File: src/rtl/lsu_pkg.sv
// ---------------------------------------------------------------------------
// lsu_pkg : shared state, size encodings and widths for the LSU bus controller
// Revision: 1.0
// ---------------------------------------------------------------------------
`default_nettype none

package lsu_pkg;

  typedef enum logic [1:0] {
    IDLE = 2'd0,
    BUSY = 2'd1,
    RESP = 2'd2
  } state_e;

  localparam logic [1:0] SZ_BYTE = 2'b00;
  localparam logic [1:0] SZ_HALF = 2'b01;
  localparam logic [1:0] SZ_WORD = 2'b10;

  localparam logic [3:0] BE_ALL  = 4'b1111;
  localparam int         COUNT_W = 16;

endpackage

`default_nettype wire

File: src/rtl/lsu_bus_ctrl_lane_align.sv
// ---------------------------------------------------------------------------
// lane_align : byte enables, store lane replication and load right-shift
// Revision: 1.0
// ---------------------------------------------------------------------------
`default_nettype none

module lane_align
  import lsu_pkg::*;
(
  input  logic [1:0]  size_i,
  input  logic [1:0]  off_i,
  input  logic [31:0] wdata_i,
  input  logic [31:0] rdata_i,
  output logic [3:0]  be_o,
  output logic [31:0] wdata_o,
  output logic [31:0] rdata_o
);

  always_comb begin
    be_o    = BE_ALL;
    wdata_o = wdata_i;
    rdata_o = rdata_i;
    case (size_i)
      SZ_BYTE: begin
        be_o    = 4'b0001 << off_i;
        wdata_o = {4{wdata_i[7:0]}};
        rdata_o = rdata_i >> {off_i, 3'b000};
      end
      SZ_HALF: begin
        be_o    = 4'b0011 << {off_i[1], 1'b0};
        wdata_o = {2{wdata_i[15:0]}};
        rdata_o = rdata_i >> {off_i[1], 4'b0000};
      end
      default: ;
    endcase
  end

endmodule

`default_nettype wire

File: src/rtl/lsu_bus_ctrl.sv
// ---------------------------------------------------------------------------
// lsu_bus_ctrl : single-access handshaked load/store bus controller with timeout
// Revision: 1.0
// ---------------------------------------------------------------------------
`default_nettype none

module lsu_bus_ctrl
  import lsu_pkg::*;
#(
  parameter int TIMEOUT_CYCLES = 255
) (
  input  logic        clk,
  input  logic        reset,
  input  logic        req_valid,
  input  logic        req_we,
  input  logic [2:0]  req_funct3,
  input  logic [31:0] req_addr,
  input  logic [31:0] req_wdata,
  output logic        stall,
  output logic        done,
  output logic        misaligned,
  output logic        bus_err,
  output logic [31:0] rdata_aligned,
  output logic        mem_req,
  output logic        mem_we,
  output logic [31:0] mem_addr,
  output logic [3:0]  mem_be,
  output logic [31:0] mem_wdata,
  input  logic        mem_ready,
  input  logic [31:0] mem_rdata
);

  localparam logic [COUNT_W-1:0] CNT_LAST = COUNT_W'(TIMEOUT_CYCLES - 1);

  state_e             state_q, state_d;
  logic [COUNT_W-1:0] cnt_q, cnt_d;
  logic               mem_req_q, mem_req_d, mem_we_q, mem_we_d;
  logic [31:0]        mem_addr_q, mem_addr_d, mem_wdata_q, mem_wdata_d;
  logic [3:0]         mem_be_q, mem_be_d;
  logic [31:0]        rdata_q, rdata_d;
  logic               done_q, done_d, bus_err_q, bus_err_d;
  logic [1:0]         size_q, size_d, off_q, off_d;

  logic [1:0]  req_size, la_size, la_off;
  logic [3:0]  la_be;
  logic [31:0] la_wdata, la_rdata;
  logic        accept;
  logic        unused_funct3;

  // Bit 2 selects sign/zero extension, which is applied downstream.
  assign unused_funct3 = req_funct3[2];
  assign req_size      = req_funct3[1:0];

  assign misaligned = req_valid &
                      (((req_size == SZ_HALF) & req_addr[0]) |
                       ((req_size == SZ_WORD) & (req_addr[1:0] != 2'b00)) |
                       (req_size == 2'b11));
  assign accept = (state_q == IDLE) & req_valid & ~misaligned;
  assign stall  = accept | (state_q == BUSY);

  // One aligner serves both phases: live request in IDLE, latched access after.
  assign la_size = (state_q == IDLE) ? req_size      : size_q;
  assign la_off  = (state_q == IDLE) ? req_addr[1:0] : off_q;

  lane_align u_lane_align (
    .size_i  (la_size),
    .off_i   (la_off),
    .wdata_i (req_wdata),
    .rdata_i (mem_rdata),
    .be_o    (la_be),
    .wdata_o (la_wdata),
    .rdata_o (la_rdata)
  );

  always_comb begin
    state_d     = state_q;
    cnt_d       = cnt_q;
    mem_req_d   = mem_req_q;
    mem_we_d    = mem_we_q;
    mem_addr_d  = mem_addr_q;
    mem_be_d    = mem_be_q;
    mem_wdata_d = mem_wdata_q;
    rdata_d     = rdata_q;
    size_d      = size_q;
    off_d       = off_q;
    done_d      = 1'b0;
    bus_err_d   = 1'b0;
    case (state_q)
      IDLE: begin
        if (accept) begin
          state_d     = BUSY;
          cnt_d       = '0;
          mem_req_d   = 1'b1;
          mem_we_d    = req_we;
          mem_addr_d  = {req_addr[31:2], 2'b00};
          mem_be_d    = la_be;
          mem_wdata_d = la_wdata;
          size_d      = req_size;
          off_d       = req_addr[1:0];
        end
      end
      BUSY: begin
        cnt_d = cnt_q + 1'b1;
        if (mem_ready) begin
          state_d   = RESP;
          mem_req_d = 1'b0;
          done_d    = 1'b1;
          if (!mem_we_q) rdata_d = la_rdata;
        end else if (cnt_q == CNT_LAST) begin
          state_d   = RESP;
          mem_req_d = 1'b0;
          rdata_d   = '0;
          done_d    = 1'b1;
          bus_err_d = 1'b1;
        end
      end
      RESP:    state_d = IDLE;
      default: state_d = IDLE;
    endcase
  end

  always_ff @(posedge clk) begin
    if (reset) begin
      state_q     <= IDLE;
      cnt_q       <= '0;
      mem_req_q   <= 1'b0;
      mem_we_q    <= 1'b0;
      mem_addr_q  <= '0;
      mem_be_q    <= '0;
      mem_wdata_q <= '0;
      rdata_q     <= '0;
      size_q      <= '0;
      off_q       <= '0;
      done_q      <= 1'b0;
      bus_err_q   <= 1'b0;
    end else begin
      state_q     <= state_d;
      cnt_q       <= cnt_d;
      mem_req_q   <= mem_req_d;
      mem_we_q    <= mem_we_d;
      mem_addr_q  <= mem_addr_d;
      mem_be_q    <= mem_be_d;
      mem_wdata_q <= mem_wdata_d;
      rdata_q     <= rdata_d;
      size_q      <= size_d;
      off_q       <= off_d;
      done_q      <= done_d;
      bus_err_q   <= bus_err_d;
    end
  end

  assign done          = done_q;
  assign bus_err       = bus_err_q;
  assign rdata_aligned = rdata_q;
  assign mem_req       = mem_req_q;
  assign mem_we        = mem_we_q;
  assign mem_addr      = mem_addr_q;
  assign mem_be        = mem_be_q;
  assign mem_wdata     = mem_wdata_q;

endmodule

`default_nettype wire

File: config.mk
export PLATFORM = sky130hd
export DESIGN_NAME = lsu_bus_ctrl
export DESIGN_NICKNAME = d
export VERILOG_FILES = /design/src/rtl/lsu_pkg.sv /design/src/rtl/lsu_bus_ctrl_lane_align.sv /design/src/rtl/lsu_bus_ctrl.sv
export SDC_FILE = /design/constraint.sdc
export NUM_CORES = 1
export LEC_CHECK = 0
export CAP_MARGIN = 10
export CORE_UTILIZATION = 44
export DETAILED_ROUTE_END_ITERATION = 10
export PLACE_DENSITY = 0.92
export SYNTH_ARGS = -nofsm -noshare
export SYNTH_HDL_FRONTEND = slang
export SYNTH_SLANG_ARGS = --single-unit
File: constraint.sdc
create_clock -name clk -period 2.73 [get_ports clk]
set_input_delay 0.4095 -clock clk [delete_from_list [all_inputs] [get_ports clk]]
set_output_delay 0.4095 -clock clk [all_outputs]
set_load 0.01 [all_outputs]
==> results of run 1 <==
## metrics by stage
stage	total power (µW)	util	cell area, µm²	setup slack, ns
floorplan	2364	-	5365	0.6703
global placement	2784	0.6496	7576	0.1398
detailed placement	2799	0.6496	7576	0.08931
CTS	4808	0.6938	8092	0.09603
global route	4970	0.6940	8094	0.05828
finish	4774	0.6940	8094	0.2024
## worst max path at each step
stage,from,to,slack [ns]
floorplan,cnt_q[1]$_SDFFE_PP0P_,rdata_aligned[4]$_SDFFE_PP0P_,0.67
global placement,req_funct3[1],stall,0.14
detailed placement,req_addr[0],rdata_aligned[3]$_SDFFE_PP0P_,0.09
CTS,state_q[1]$_SDFFE_PP0P_,stall,0.1
global route,state_q[1]$_SDFFE_PP0P_,stall,0.06
finish,req_funct3[1],stall,0.20
## Yosys cell counts (2+ instances only)
cell type,number,share of area
nand2_1,134,0.094
dfxtp_1,124,0.46
nor2_1,67,0.047
a21oi_1,65,0.061
clkbuf_1,34,0.024
a22oi_1,32,0.045
a311oi_1,28,0.046
o21ai_0,24,0.022
nand2b_1,12,0.014
o21ai_1,12,0.011
mux2_2,10,0.021
a32o_1,8,0.015
a32oi_1,8,0.013
nand3_1,8,0.0075
nor3_1,7,0.0065
buf_4,5,0.0070
buf_2,4,0.0037
nand4_1,4,0.0047
buf_1,3,0.0021
buf_6,3,0.0063
inv_1,3,0.0021
nor2b_1,3,0.0035
o22ai_1,3,0.0035
and3_1,2,0.0023
and4_1,2,0.0033
ha_1,2,0.0047
mux2_4,2,0.0056
nand4b_1,2,0.0033
nor4_1,2,0.0023
o211ai_1,2,0.0028
or2_2,2,0.0023
or3_1,2,0.0023
or3b_1,2,0.0033
## flip-flops by register name, summed over array words and instances, names as in the netlist
signal         flops
size_q             2
state_q            2
mem_we             1
done               1
cnt_q             16
rdata_aligned     32
mem_req            1
mem_be             4
bus_err            1
mem_addr          30
off_q              2
mem_wdata         32
## worst max-delay path, stage by stage
cell,delay [ns]
clkdlybuf4s50_1,0.56
a21oi_1,0.11
o211a_4,0.26
nor2_2,0.21
inv_1,0.08
clkdlybuf4s50_1,0.48
## area by class of cell
cell class	instances	area (µm²)
clock inverters	3	40.04
fillers	884	3568
inverters	3	11.26
flip-flops and latches	124	2482
clock buffers	25	475.5
repair buffers	229	2270
multi-input cells	470	2636
well taps	143	178.9
## power by group through the flow
stage                     Clock (µW)  Combinational, µW  Sequential (µW)
final                           2000                826             1950
after global routing            2130                890             1950
after CTS                       2040                823             1940
after detailed placement           0                818             1980
after global placement             0                807             1980
after floorplan                    0                353             2010
## routing by layer
metal	wire, µm	track usage	vias up
met3	1347	0.08639	34
met5	0	0	-
met1	6827	0.3123	2617
li1	-	-	2700
met2	7911	0.4427	271
met4	419	0.1111	0
## kinds of logic (layout without fill, tap and decap cells)
family,after synthesis,count (layout),synth area share
xor+xnor,2,2,0.003268
other cells,1,2,0.0006994
compound gates,190,190,0.2322
buf+inv,53,260,0.04784
mux,13,13,0.02847
simple gates,261,261,0.2198
fa+ha+maj,2,2,0.004667
flops,124,124,0.4630
## what timing repair did
item / 4_1_cts / 5_1_grt
resized for setup: 0 / 1
buffers inserted: 0 / 0
setup endpoints to repair: 0 / 1
==> results.ini, run 1 <==
[logic_synthesis]
synth-warning-count=0
synthFlopType=dfxtp_1
async_reset_ff_frac=0
synth.distinct_cells=58
netlist_area_um2=5361
synth_seq_cells=124
avgSynthCellArea_um2=8.299
syn_inst=646
synth_edf_count=0
ys_seq_area_frac=0.4630

[power_and_ir_drop]
leakage_uw=0.002889
sequentialPowerShare=0.407
swShare=0.2464
switchingPower_uw=1176
pwr-share-clk=0.419
p_int_uw=3597
pwr-share-comb=0.173
ir_drop_v=0.0004877
p_per_area_nw_per_um2=589.8

[place]
hpwl_um=11510
portBuffers=206
gp_routability_congestion=0.8676
dpl.cell_count=969

[timing]
skew_ns=0.006627
timing.setup.tns_ns=0
min_period_ns=2.528
hold_viol=0
min_period_over_period=0.9259
fmax_mhz=395.6
slew_violations=0
setup_viol=0
slew_headroom=0.2561
worstMarginPinSlew_ns=1.107
fin_hold_ws_ns=0.4481
grt_setup_unrepaired=false

[clocking]
cts_made_buffers=17
hold_buffers=0
cts_sinks=124
cts_tree=built
htree_levels=4
cts.clk_slew.worst_paths_ns=0.05
insertion_delay_ns=0.41
clock-root-buffer=clkbuf_16
clk_path_buf_depth=2

[global_routing]
antenna_found_initial=0
grt_pass1_vias=5349
grt_pass1_wl_um=26350
track_usage=0.2646
grt_max_degree=102
grt-ovfl-total=0

[min_path]
min_to=rdata_aligned[18]$_SDFFE_PP0P_
hold_class=reg -> reg
min-delay-start=rdata_aligned[18]$_SDFFE_PP0P_
whs_path_depth=2

[floorplanning]
dieArea_um2=12630
die_y_um=112.4
rows=39
coreArea_um2=11660
pin_count=210
fp.dieW_um=112.4
start_util=0.4597

[setup_path]
setup.worst_path.class=in -> out
r2r-end=rdata_aligned[5]$_SDFFE_PP0P_
cp.arrival_ns=2.12
crit_path_end_kind=output port
cp-start-kind=input port
cp_max_fo=5
worstPathRequired_ns=2.32
r2r_cells=7
worstReg2RegStart=cnt_q[1]$_SDFFE_PP0P_
ff2ff_setup_slack_ns=0.46

[detailed_routing]
drt_iter0_drc=520
postRouteAntennaNets=0
wl_per_cell_um=16.55
first_pass_iters=5
vias=5622
via_per_inst=5.639
post-route-drc-count=0
drt_wl_total_um=16510

[run_status]
status=finished, final reports clean

[final_layout]
syn2layout_area_growth_pct=50.97
layoutNonFillerInstCount=997
final_common_cell=clkdlybuf4s50_1
final_cell_mix=205 x clkdlybuf4s50_1, 134 x nand2_1, 124 x dfxtp_1
nets=951
drive_above_1_share=0.07963
n_antenna_cell=0

[flow_run]
drv_cap=0

Note: power is estimated with default switching activity, not from simulation.
==> inputs of run 2 (changes only) <==
Settings changed: ABC_AREA set to 0, CTS_CLUSTER_DIAMETER set to 100.
==> results of run 2 <==
Same layout as run 1: the final DEF is identical, and so are final timing and power.
==> inputs of run 3 (changes only) <==
Settings changed: CORE_UTILIZATION 44 to 40, PLACE_DENSITY 0.92 to 0.85.
==> run 3 against run 2 <==
Core utilization fell by 5.5 points. Global-route usage fell by 2.5 points. Register-to-register slack got worse by 0.18 ns. Critical path type unchanged. Largest cell class unchanged. Clock skew rose by 0.0010 ns. Worst setup slack got worse by 0.060 ns. Maximum frequency fell by 2.3%. Largest power group unchanged.
==> results.ini, run 3 (synthesis gave the netlist of run 1 again) <==
[run_status]
status=finished, final reports clean

[final_layout]
final_common_cell=clkdlybuf4s50_1
layoutNonFillerInstCount=1031  ; +3.4%
nets=952  ; +0.11%
final_cell_mix=205 x clkdlybuf4s50_1, 134 x nand2_1, 124 x dfxtp_1
n_antenna_cell=0  ; unchanged
finalCoreUtilization=0.6392  ; -0.05480
syn2layout_area_growth_pct=52.91
drive_above_1_share=0.09197  ; +0.01234
fillers=1096  ; +24%

[timing]
worstMarginPinSlew_ns=1.177  ; +0.06980 ns
min_period_ns=2.587  ; +0.05968 ns
slew_headroom=0.2138  ; -0.04229
grt_setup_unrepaired=false
setup_viol=0  ; unchanged
min_period_over_period=0.9477  ; +0.02186
skew_ns=0.007661  ; +0.001034 ns
hold_viol=0  ; unchanged
timing.setup.tns_ns=0  ; unchanged
slew_violations=0  ; unchanged
fmax_mhz=386.5  ; -2.3%

[detailed_routing]
vias=5578  ; -0.78%
wl_per_cell_um=15.84  ; -4.3%
postRouteAntennaNets=0  ; unchanged
drt_iter0_drc=572  ; +10%
post-route-drc-count=0  ; unchanged
drt_wl_total_um=16330  ; -1.0%
via_per_inst=5.410  ; -4.1%
first_pass_iters=5  ; unchanged

[clocking]
clock-root-buffer=clkbuf_16
htree_levels=4  ; unchanged
cts_sinks=124  ; unchanged
cts_tree=built
hold_buffers=0  ; unchanged
cts_made_buffers=17  ; unchanged
clk_path_buf_depth=2  ; unchanged
cts.clk_slew.worst_paths_ns=0.06  ; about the same
insertion_delay_ns=0.42  ; about the same

[global_routing]
track_usage=0.2393  ; -0.02533
grt_pass1_vias=5271  ; -1.5%
grt_max_degree=102  ; unchanged
antenna_found_initial=0  ; unchanged
grt-ovfl-total=0  ; unchanged
grt_pass1_wl_um=26610  ; +0.99%

[floorplanning]
coreArea_um2=12820  ; +10%
die_y_um=117.8  ; +4.8%
rows=41  ; +5.1%
start_util=0.4180  ; -0.04167
pin_count=210  ; unchanged
dieArea_um2=13870  ; +9.8%
fp.dieW_um=117.8  ; +4.8%

[setup_path]
slowest_delay_ns=0.53  ; -0.03 ns
worstPathRequired_ns=2.32  ; about the same
cp_max_fo=5  ; unchanged
critPathBufInv=3  ; unchanged
cp.arrival_ns=2.18  ; +0.06 ns
cp_common_cell=clkdlybuf4s50_1
crit_path_end_kind=output port
crit_chain=clkdlybuf4s50_1, nor3_1, o211a_4, nor2_2, inv_1, clkdlybuf4s50_1
setup.worst_path.class=in -> out
cp-start-kind=input port
cpLargestDelayFamily=buffers and inverters
cp_slowest_cell=clkdlybuf4s50_1

[flow_run]
drv_cap=0  ; unchanged

[place]
hpwl_um=11360  ; -1.3%
dpl.cell_count=999  ; +3.1%
gp_routability_congestion=0.8255  ; -4.9%
portBuffers=206  ; unchanged

[power_and_ir_drop]
p_per_area_nw_per_um2=609.3  ; +3.3%
ir_drop_v=0.0004261  ; -13%
leakage_uw=0.002912  ; +0.82%
p_total_uw=4995  ; +4.6%

[min_path]
hold_class=in -> reg

run 3: changes by cell type in the layout (fill, tap and decap cells not counted), sizes merged:
cell,before,now
bufinv,1,2
buf,24,25
clkinv,2,4
inv,3,9
clkbuf,25,17
clkinvlp,0,3
run 3: area by class of cell:
class,instances,area [µm²],area share
multi-input combinational,470,2636,0.3216
tap,172,215.2,0.02625
clock inverter,15,162.7,0.01984
clock buffer,17,425.4,0.05189
inverter,3,11.26,0.001374
timing repair buffer,230,2265,0.2763
sequential,124,2482,0.3028
run 3: repair_timing:
| action | in CTS | in global routing |
|---|---|---|
| setup buffers | 0 | 0 |
| endpoints found under the setup margin | 0 | 1 |
| resized for setup | 0 | 1 |
| hold endpoints to repair | 0 | 0 |
run 3: layer usage:
metal | wire, µm | part of all wire | GRT usage
met1 | 7034 | 0.43 | 0.3015
met2 | 7372 | 0.45 | 0.3662
met3 | 1399 | 0.086 | 0.08236
met4 | 527 | 0.032 | 0.1098
met5 | 0 | 0 | 0
run 3: worst paths after layout:
kind | start | to | slack [ns] | cells after the start
setup / recovery | req_addr[0] | stall | 0.14 | 6
hold / removal | reset | off_q[1]$_SDFFE_PP0P_ | 0.24 | 2
setup reg to reg | cnt_q[0]$_SDFFE_PP0P_ | rdata_aligned[22]$_SDFFE_PP0P_ | 0.28 | 8
hold reg to reg | rdata_aligned[23]$_SDFFE_PP0P_ | rdata_aligned[23]$_SDFFE_PP0P_ | 0.45 | 2
run 3: metrics by stage:
step	setup slack, ns	area [µm²]	hold WS, ns
6_report	0.1427	8198	0.2371
5_1_grt	0.008905	8198	0.2206
4_1_cts	0.09689	8195	0.2196
3_5_place_dp	0.06337	7607	0.4446
3_3_place_gp	0.1234	7607	0.4377
2_1_floorplan	0.6703	5365	0.4462
run 3: where the power goes:
group          internal [µW]  switching [µW]  total [µW]  leakage, µW
Sequential              1890            45.8        1940      0.00101
Combinational            425             400         825      0.00162
Clock                   1360             872        2230     0.000281
